### src/rtl/sb_3320_motion_sequencer.sv
// Line-following motion sequencer: follows the line, counts nodes and executes one
// buffered node action (halt/straight/left/right/u-turn) per node, with turn timeout.
`timescale 1ns/1ps
module sb_3320_motion_sequencer #(
  parameter int unsigned CLEAR_CYCLES = 5000000,
  parameter int unsigned MIN_TURN     = 10000000,
  parameter int unsigned MAX_TURN     = 100000000
) (
  input  logic       clk_50,
  input  logic       rst,
  input  logic       enable,
  input  logic [2:0] sensor,
  input  logic       node,
  input  logic       cmd_valid,
  input  logic [2:0] cmd_op,
  output logic       cmd_ready,
  output logic [2:0] turn,
  output logic [7:0] node_count,
  output logic       done,
  output logic       fault
);

  localparam int unsigned TW = $clog2(MAX_TURN + 1);
  localparam logic [TW-1:0] ClearLast = TW'(CLEAR_CYCLES - 1);
  localparam logic [TW-1:0] MinTurn   = TW'(MIN_TURN);
  localparam logic [TW-1:0] MaxLast   = TW'(MAX_TURN - 1);

  localparam logic [2:0] TurnStop  = 3'b000;
  localparam logic [2:0] TurnFwd   = 3'b001;
  localparam logic [2:0] TurnLeft  = 3'b010;
  localparam logic [2:0] TurnRight = 3'b011;
  localparam logic [2:0] TurnExt   = 3'b100;

  localparam logic [2:0] OpStraight = 3'b001;
  localparam logic [2:0] OpLeft     = 3'b010;
  localparam logic [2:0] OpRight    = 3'b011;
  localparam logic [2:0] OpUturn    = 3'b100;

  typedef enum logic [2:0] {StIdle, StFollow, StWait, StClear, StTurn} state_e;

  state_e        state_q, state_d;
  logic [2:0]    turn_q, turn_d;
  logic          done_q, done_d;
  logic          fault_q, fault_d;
  logic [7:0]    count_q, count_d;
  logic [TW-1:0] timer_q, timer_d;
  logic          buf_valid_q, buf_valid_d;
  logic [2:0]    buf_op_q, buf_op_d;
  logic [2:0]    act_op_q, act_op_d;
  logic          node_q;

  logic node_evt, dispatch, turn_exit, turn_timeout;

  function automatic logic is_move(input logic [2:0] op);
    return (op == OpStraight) || (op == OpLeft) || (op == OpRight) || (op == OpUturn);
  endfunction

  // A fully dark sensor bar keeps steering the way we were already going.
  function automatic logic [2:0] follow_code(input logic [2:0] s, input logic [2:0] prev);
    logic [2:0] code;
    case (s)
      3'b010, 3'b111, 3'b101: code = TurnFwd;
      3'b100, 3'b110:         code = TurnLeft;
      3'b001, 3'b011:         code = TurnRight;
      default:                code = prev;
    endcase
    return code;
  endfunction

  function automatic logic [2:0] turn_code(input logic [2:0] op);
    logic [2:0] code;
    case (op)
      OpLeft:  code = TurnLeft;
      OpRight: code = TurnRight;
      default: code = TurnExt;
    endcase
    return code;
  endfunction

  assign node_evt     = enable && (state_q == StFollow) && node && !node_q;
  assign dispatch     = buf_valid_q && (node_evt || (enable && (state_q == StWait)));
  assign turn_exit    = (timer_q >= MinTurn) && sensor[1];
  // Timeout fires on the edge the timer would reach MAX_TURN.
  assign turn_timeout = (timer_q >= MaxLast);

  always_ff @(posedge clk_50 or posedge rst) begin
    if (rst) begin
      state_q     <= StIdle;
      turn_q      <= TurnStop;
      done_q      <= 1'b0;
      fault_q     <= 1'b0;
      count_q     <= 8'd0;
      timer_q     <= '0;
      buf_valid_q <= 1'b0;
      buf_op_q    <= 3'b000;
      act_op_q    <= 3'b000;
      node_q      <= 1'b0;
    end else begin
      state_q     <= state_d;
      turn_q      <= turn_d;
      done_q      <= done_d;
      fault_q     <= fault_d;
      count_q     <= count_d;
      timer_q     <= timer_d;
      buf_valid_q <= buf_valid_d;
      buf_op_q    <= buf_op_d;
      act_op_q    <= act_op_d;
      node_q      <= node;
    end
  end

  always_comb begin
    state_d = state_q;
    if (!enable) begin
      state_d = StIdle;
    end else begin
      case (state_q)
        StIdle:   if (!fault_q) state_d = StFollow;
        StFollow: if (node_evt) state_d = buf_valid_q ? (is_move(buf_op_q) ? StClear : StIdle)
                                                      : StWait;
        StWait:   if (buf_valid_q) state_d = is_move(buf_op_q) ? StClear : StIdle;
        StClear:  if (timer_q == ClearLast) state_d = (act_op_q == OpStraight) ? StFollow
                                                                               : StTurn;
        StTurn: begin
          if (turn_exit)         state_d = StFollow;
          else if (turn_timeout) state_d = StIdle;
        end
        default:  state_d = StIdle;
      endcase
    end
  end

  always_comb begin
    turn_d      = TurnStop;
    count_d     = count_q + {7'd0, node_evt};
    act_op_d    = dispatch ? buf_op_q : act_op_q;
    buf_op_d    = buf_op_q;
    buf_valid_d = buf_valid_q;
    if (dispatch) begin
      buf_valid_d = 1'b0;
    end else if (cmd_valid && !buf_valid_q) begin
      buf_valid_d = 1'b1;
      buf_op_d    = cmd_op;
    end

    case (state_d)
      StFollow: turn_d = follow_code(sensor, turn_q);
      StClear:  turn_d = TurnFwd;
      StTurn:   turn_d = turn_code(act_op_d);
      default:  turn_d = TurnStop;
    endcase

    if ((state_d == state_q) && ((state_q == StClear) || (state_q == StTurn))) begin
      timer_d = timer_q + TW'(1);
    end else begin
      timer_d = '0;
    end

    done_d  = (dispatch && !is_move(buf_op_q)) ||
              ((state_d == StFollow) && ((state_q == StClear) || (state_q == StTurn)));
    fault_d = fault_q || (enable && (state_q == StTurn) && !turn_exit && turn_timeout);
  end

  assign cmd_ready  = !buf_valid_q;
  assign turn       = turn_q;
  assign node_count = count_q;
  assign done       = done_q;
  assign fault      = fault_q;

endmodule

### config.mk
export PLATFORM = sky130hd
export DESIGN_NAME = sb_3320_motion_sequencer
export DESIGN_NICKNAME = d
export VERILOG_FILES = /design/src/rtl/sb_3320_motion_sequencer.sv
export SDC_FILE = /design/constraint.sdc
export NUM_CORES = 1
export LEC_CHECK = 0
export CORE_ASPECT_RATIO = 0.75
export CORE_UTILIZATION = 40
export CTS_CLUSTER_SIZE = 28
export DETAILED_ROUTE_END_ITERATION = 8
export SLEW_MARGIN = 10
export SYNTH_ARGS = -nofsm -noshare
export SYNTH_HDL_FRONTEND = slang
export SYNTH_SLANG_ARGS = --single-unit
### constraint.sdc
create_clock -name clk_50 -period 2.9 [get_ports clk_50]
set_clock_uncertainty 0.2 [all_clocks]
set_input_delay 0.29 -clock clk_50 [delete_from_list [all_inputs] [get_ports clk_50]]
set_output_delay 0.29 -clock clk_50 [all_outputs]
set_load 0.03 [all_outputs]
* Word-level counts from Yosys, hierarchy flattened
Index checks and enable logic that the tools add are counted.
Storage, ports and cells: input bits 11, logic and storage cells 87, bits in registers 51, output and inout port bits 14
Operators by class: reductions and logical operators 30, bitwise operators 1, muxes and demuxes 18, add/sub/neg operators 2, order comparisons 2, equality and inequality tests 24
Operator list (count):
- 3-bit 2-to-1 mux | 10
- 27-bit by 1-bit adder with 27-bit output, second input constant | 1
- 27-bit by 23-bit equality test with 1-bit output, second input constant | 1
- 3-bit by 2-bit equality test with 1-bit output, second input constant | 9
- 27-bit by 24-bit >= comparator with 1-bit output, second input constant | 1
- 27-bit >= comparator, second input constant | 1
- 27-bit 2-to-1 mux | 1
- 3-bit equality test, second input constant | 7
- 3-bit case mux with 3 select lines | 2
- 3-bit by 1-bit equality test with 1-bit output, second input constant | 5
- 3-bit case mux with 5 select lines | 1
- 1-bit logical AND | 13
- 8-bit by 1-bit adder with 8-bit output | 1
- 1-bit logical OR | 7
- 3-bit case mux with 2 select lines | 1
- 1-bit logical NOT | 4
- 4-bit by 1-bit inequality test with 1-bit output, second input constant | 1
- 2-bit OR reduction | 2
- 3-bit equality test | 1
- 3-bit logical NOT | 1
- 3-bit OR reduction | 1
- 1-bit 2-to-1 mux | 2
- 2-bit 2-to-1 mux | 1
- 2-bit AND reduction | 1
- other kinds (2) | 2

* Depth between registers and ports, before layout
depth in word-level cells 12, depth in mapped cells 11, gate-level depth less buffers 9

* Least setup slack after synthesis
Ideal clock, no wire load.
kind register to register, start point reg timer_q[17], end point reg timer_q[22], clock period less this slack 2.579 ns, data arrival time 2.260 ns, setup time 0.119 ns, slack 0.321 ns, buffers on the path 3, data required time 2.581 ns, stages on the path, launching flop included 11, cell sequence dfrtp_1 -> buf_2 -> or4_1 -> or3_1 -> o31ai_2 -> a2bb2oi_2 -> nand2b_1 -> a21o_1 -> buf_6 -> buf_6 -> nor2_1
Between the ends: cells in the longest elaborated chain, start to end 8, elaborated cells on any way between the ends 13, those cells by class add/sub: 1; order compare: 2; eq/ne: 2; mux: 6; reduce/logical: 2
Ends and longest elaborated chain:
- start, declared | line 46 | logic [TW-1:0] timer_q, timer_d;
- start signal, assigned | line 104 | timer_q <= timer_d;
- 27-bit >= comparator or 27-bit by 24-bit >= comparator with 1-bit output (tied branches) | line 84, 82
- 3-bit 2-to-1 mux or 1-bit logical AND (tied branches) | line 126, 82
- 3-bit 2-to-1 mux | line 125 | if (turn_exit) state_d = StFollow;
- 3-bit case mux with 5 select lines | line 117 | case (state_q)
- 3-bit 2-to-1 mux | line 114 | if (!enable) begin
- 3-bit equality test | line 153 | if ((state_d == state_q) && ((state_q == StClear) || (state_q == StTurn))) begin
- 1-bit logical AND | line 153
- 27-bit 2-to-1 mux (*) | line 153
- via timer_d[22] | line 46
Mark *: on every way through the listed nets, which the timed path passes. The rest lies on a longest branch. A chain may end at the register's enable or synchronous reset.

* Final worst setup path
start point reg timer_q[0], end point reg timer_q[26]
Same word-level chain as after synthesis.

==> flow_metrics.env <==
export IMPL_finalSetupViolCount=0
export IMPL_drtAntennaViolNets=0
export IMPL_grt_overflow=0
export IMPL_dr_pass1_iters=6
export IMPL_synthTopCellsByArea="dfrtp_1, nor2_1, xor2_1"
export IMPL_dp_cells=394
export IMPL_ys_ff_latch=51
export IMPL_antenna_found_initial=0
export IMPL_p_clk_share_pct=33.5
export IMPL_fp_dieH_microns=74.1
export IMPL_clk_path_buf_depth=2
export IMPL_tns_ps=0
export IMPL_syn_inst=292
export IMPL_p_switching_mw=0.261
export IMPL_clkLatencyLatePin_ps=300
export IMPL_via_count=2184
export IMPL_crit_cells=10
export IMPL_die_x_microns=98.2
export IMPL_synth_top_area_share_pct=46.0
export IMPL_hold_path_class="input pin to asynchronous set/reset pin"
export IMPL_cts_num_sinks=51
export IMPL_crit_arrival_ps=2770
export IMPL_drt_iter0_markers=163
export IMPL_critPathKind="flip-flop to flip-flop"
export IMPL_relSlewSlack_pct=56.6
export IMPL_worst_pin_slew_ps=650
export IMPL_async_flop_share_pct=100
export IMPL_instances_no_fill=403
export IMPL_maxCapViolCount=0
export IMPL_die_area_sq_um=7280
export IMPL_start_kind="flip-flop"
export IMPL_grt_pass1_vias=2117
export IMPL_yosysWarnings=0
export IMPL_cp_num_buf_inv=2
export IMPL_p_per_area_nw_per_um2=361
export IMPL_io_buffers=24
export IMPL_ys_seq_area_share_pct=46.0
export IMPL_wl_per_cell_microns=15.1
export IMPL_root_buffer="clkbuf_8"
export IMPL_h_tree_depth=2
export IMPL_drive_above_1_share_pct=9.32
export IMPL_vias_per_cell=5.42
export IMPL_diodes=0
export IMPL_multi_input_area_sq_um=1410
export IMPL_syn_num_nets=307
export IMPL_path_clk_slew_ps=90
export IMPL_grt_usage_pct=18.5
export IMPL_peakVddDrop_v=0.000172
export IMPL_n_fill_cell=643
export IMPL_fmaxAchievable_mhz=359
export IMPL_gp_congestion=0.902
export IMPL_combPwrFrac_pct=4.8
export IMPL_max_stage_delay_ps=450
export IMPL_dp_hpwl_mm=4.69
export IMPL_ios=25
export IMPL_cts_hold_buf=0
export IMPL_rows=25
export IMPL_tritoncts="built"
export IMPL_critical_path_slowest_cell="dfrtp_2"
export IMPL_power_frac_seq_pct=61.7
export IMPL_fin_nets=336
export IMPL_cp_cell_sequence="inv_1 -> ha_1 -> or4b_1 -> or3_1 -> o31ai_2 -> a2bb2oi_2 -> nand2b_1 -> a21o_1 -> buf_12 -> nor2_1"
export IMPL_cp_required_ps=2890
export IMPL_start_util_pct=42.6
export IMPL_regArea_sq_um=1280
export IMPL_drv_slew=0
export IMPL_synth_cell_type_count=49
export IMPL_power_static_leakage_nw=1.33
export IMPL_synth_area_sq_um=2770
export IMPL_synthFlopType="dfrtp_1"
export IMPL_syn2layout_area_growth_pct=17.1
export IMPL_status="complete, no violations"
export IMPL_crit_family="simple AND/OR/NAND/NOR gates"
export IMPL_fp_coreArea_sq_um=6510
export IMPL_internal_power_mw=0.912
export IMPL_rr_worst_depth=10
export IMPL_syn_avg_cell_area_sq_um=9.50
export IMPL_crit_path_end_kind="flip-flop"
export IMPL_grt_max_degree=29
export IMPL_wl_mm=6.09
export IMPL_yosys_area_top_type="dfrtp_1"
export IMPL_grt_first_pass_wirelength_mm=10.5
export IMPL_fin_crit_sh_pct=96.0
export IMPL_finalHoldViolCount=0
export IMPL_crit_fanout=27
export IMPL_cts_buffers=5
export IMPL_switching_share_pct=22.3
export IMPL_finalCriticalPeriod_ps=2780
export IMPL_drc_errors=0
export IMPL_synth_edf_count=0
-- power groups by stage --
| stage | logic [mW] | registers, mW | clock network (mW) |
|---|---|---|---|
| finish | 0.0559 | 0.724 | 0.393 |
| global route | 0.0630 | 0.726 | 0.441 |
| CTS | 0.0571 | 0.724 | 0.418 |
| detailed placement | 0.0571 | 0.738 | 0 |
| global placement | 0.0570 | 0.738 | 0 |
| floorplan | 0.0275 | 0.737 | 0 |
-- synthesized netlist by cell type, types with 6 or more instances --
cell and n:
and3_1 7, clkbuf_1 8, dfrtp_1 51, inv_1 10
mux2_2 6, nand2_1 17, nand3_1 16, nand4_1 11
nor2_1 47, nor3_1 8, o21ai_0 8, xnor2_1 13
xor2_1 19
-- cell type report --
class                      instances  share of cell area [%]
timing repair buffer              34                    10.5
clock buffer                       6                    2.23
tap                               81                    3.12
multi-input combinational        219                    43.3
inverter                          10                    1.16
clock inverter                     2                   0.385
sequential                        51                    39.3
-- worst reg2reg max path: cells and delay by family (launching register included) --
family	cells	cell delay [ps]
AOI/OAI and AO/OA	3	610
adders and majority gates	1	130
buffers and inverters	2	270
DFF	1	450
and+or+nand+nor	4	1020
-- cell families (layout without fill, tap and decap cells) --
logic type,Yosys count,count (layout),share of synthesized area [%]
AO/OA/AOI/OAI,37,37,9.74
XOR/XNOR,32,32,10.1
adder cells (fa/ha/maj),4,4,1.80
buffers and inverters,22,52,3.83
flip-flops,51,51,46.0
multiplexers,7,7,2.80
AND/OR/NAND/NOR,139,139,25.7
-- sequential cells by signal, summed over array words and instances, names as in the netlist --
name	cells
act_op_q	3
buf_op_q	3
fault	1
node_q	1
timer_q	27
buf_valid_q	1
done	1
state_q	3
node_count	8
turn	3
-- metrics by stage --
step	util [%]	setup WS [ps]	hold slack (ps)	area, sq um	total power [mW]
floorplan	-	321	121	2770	0.764
global placement	48.3	34.8	261	3140	0.795
detailed placement	48.3	53.8	278	3140	0.795
CTS	49.6	32.9	157	3220	1.20
global route	49.9	-8.32	180	3250	1.23
finish	49.9	117	144	3250	1.17
-- what timing repair did --
item	4_1_cts	5_1_grt
resized for setup	0	4
setup buffers	0	1
setup endpoints to repair	0	30
-- path summary, 6_finish.rpt --
kind / startpoint / to / slack [ps]
setup / recovery: timer_q[0]$_DFF_PP0_ / timer_q[26]$_DFF_PP0_ / 120
hold / removal: rst / timer_q[16]$_DFF_PP0_ / 140
setup reg to reg: timer_q[0]$_DFF_PP0_ / timer_q[26]$_DFF_PP0_ / 120
hold reg to reg: node_count[7]$_DFF_PP0_ / node_count[7]$_DFF_PP0_ / 280
max in group asynchronous: rst / timer_q[23]$_DFF_PP0_ / 1820
min in group clk_50: node_count[7]$_DFF_PP0_ / node_count[7]$_DFF_PP0_ / 280
-- routing by layer --
layer / vias to the layer above / GRT usage, % / routed length [microns]
met5: - / 0 / 0
met4: 0 / 4.48 / 21
met3: 2 / 3.67 / 341
met2: 61 / 25.7 / 2350
met1: 1038 / 29.1 / 3380
li1: 1083 / - / -
-- cell usage in the layout, fill, tap and decap left out, types with 4 or more instances in the layout --
cell type	synthesis	layout
clkdlybuf4s50_1	0	24
nor3_1	8	8
nand3_1	16	16
clkbuf_8	0	5
xnor2_1	13	13
and3_1	7	7
nor4_1	5	5
xor2_1	19	19
mux2_2	6	6
buf_4	0	8
nand4_1	11	11
inv_1	10	9
nand2_1	17	16
ha_1	4	4
o21ai_0	8	8
a21oi_1	4	4
nor2_1	47	47
nor2b_1	5	5
dfrtp_1	51	50
Power figures use the tool's default switching activity.
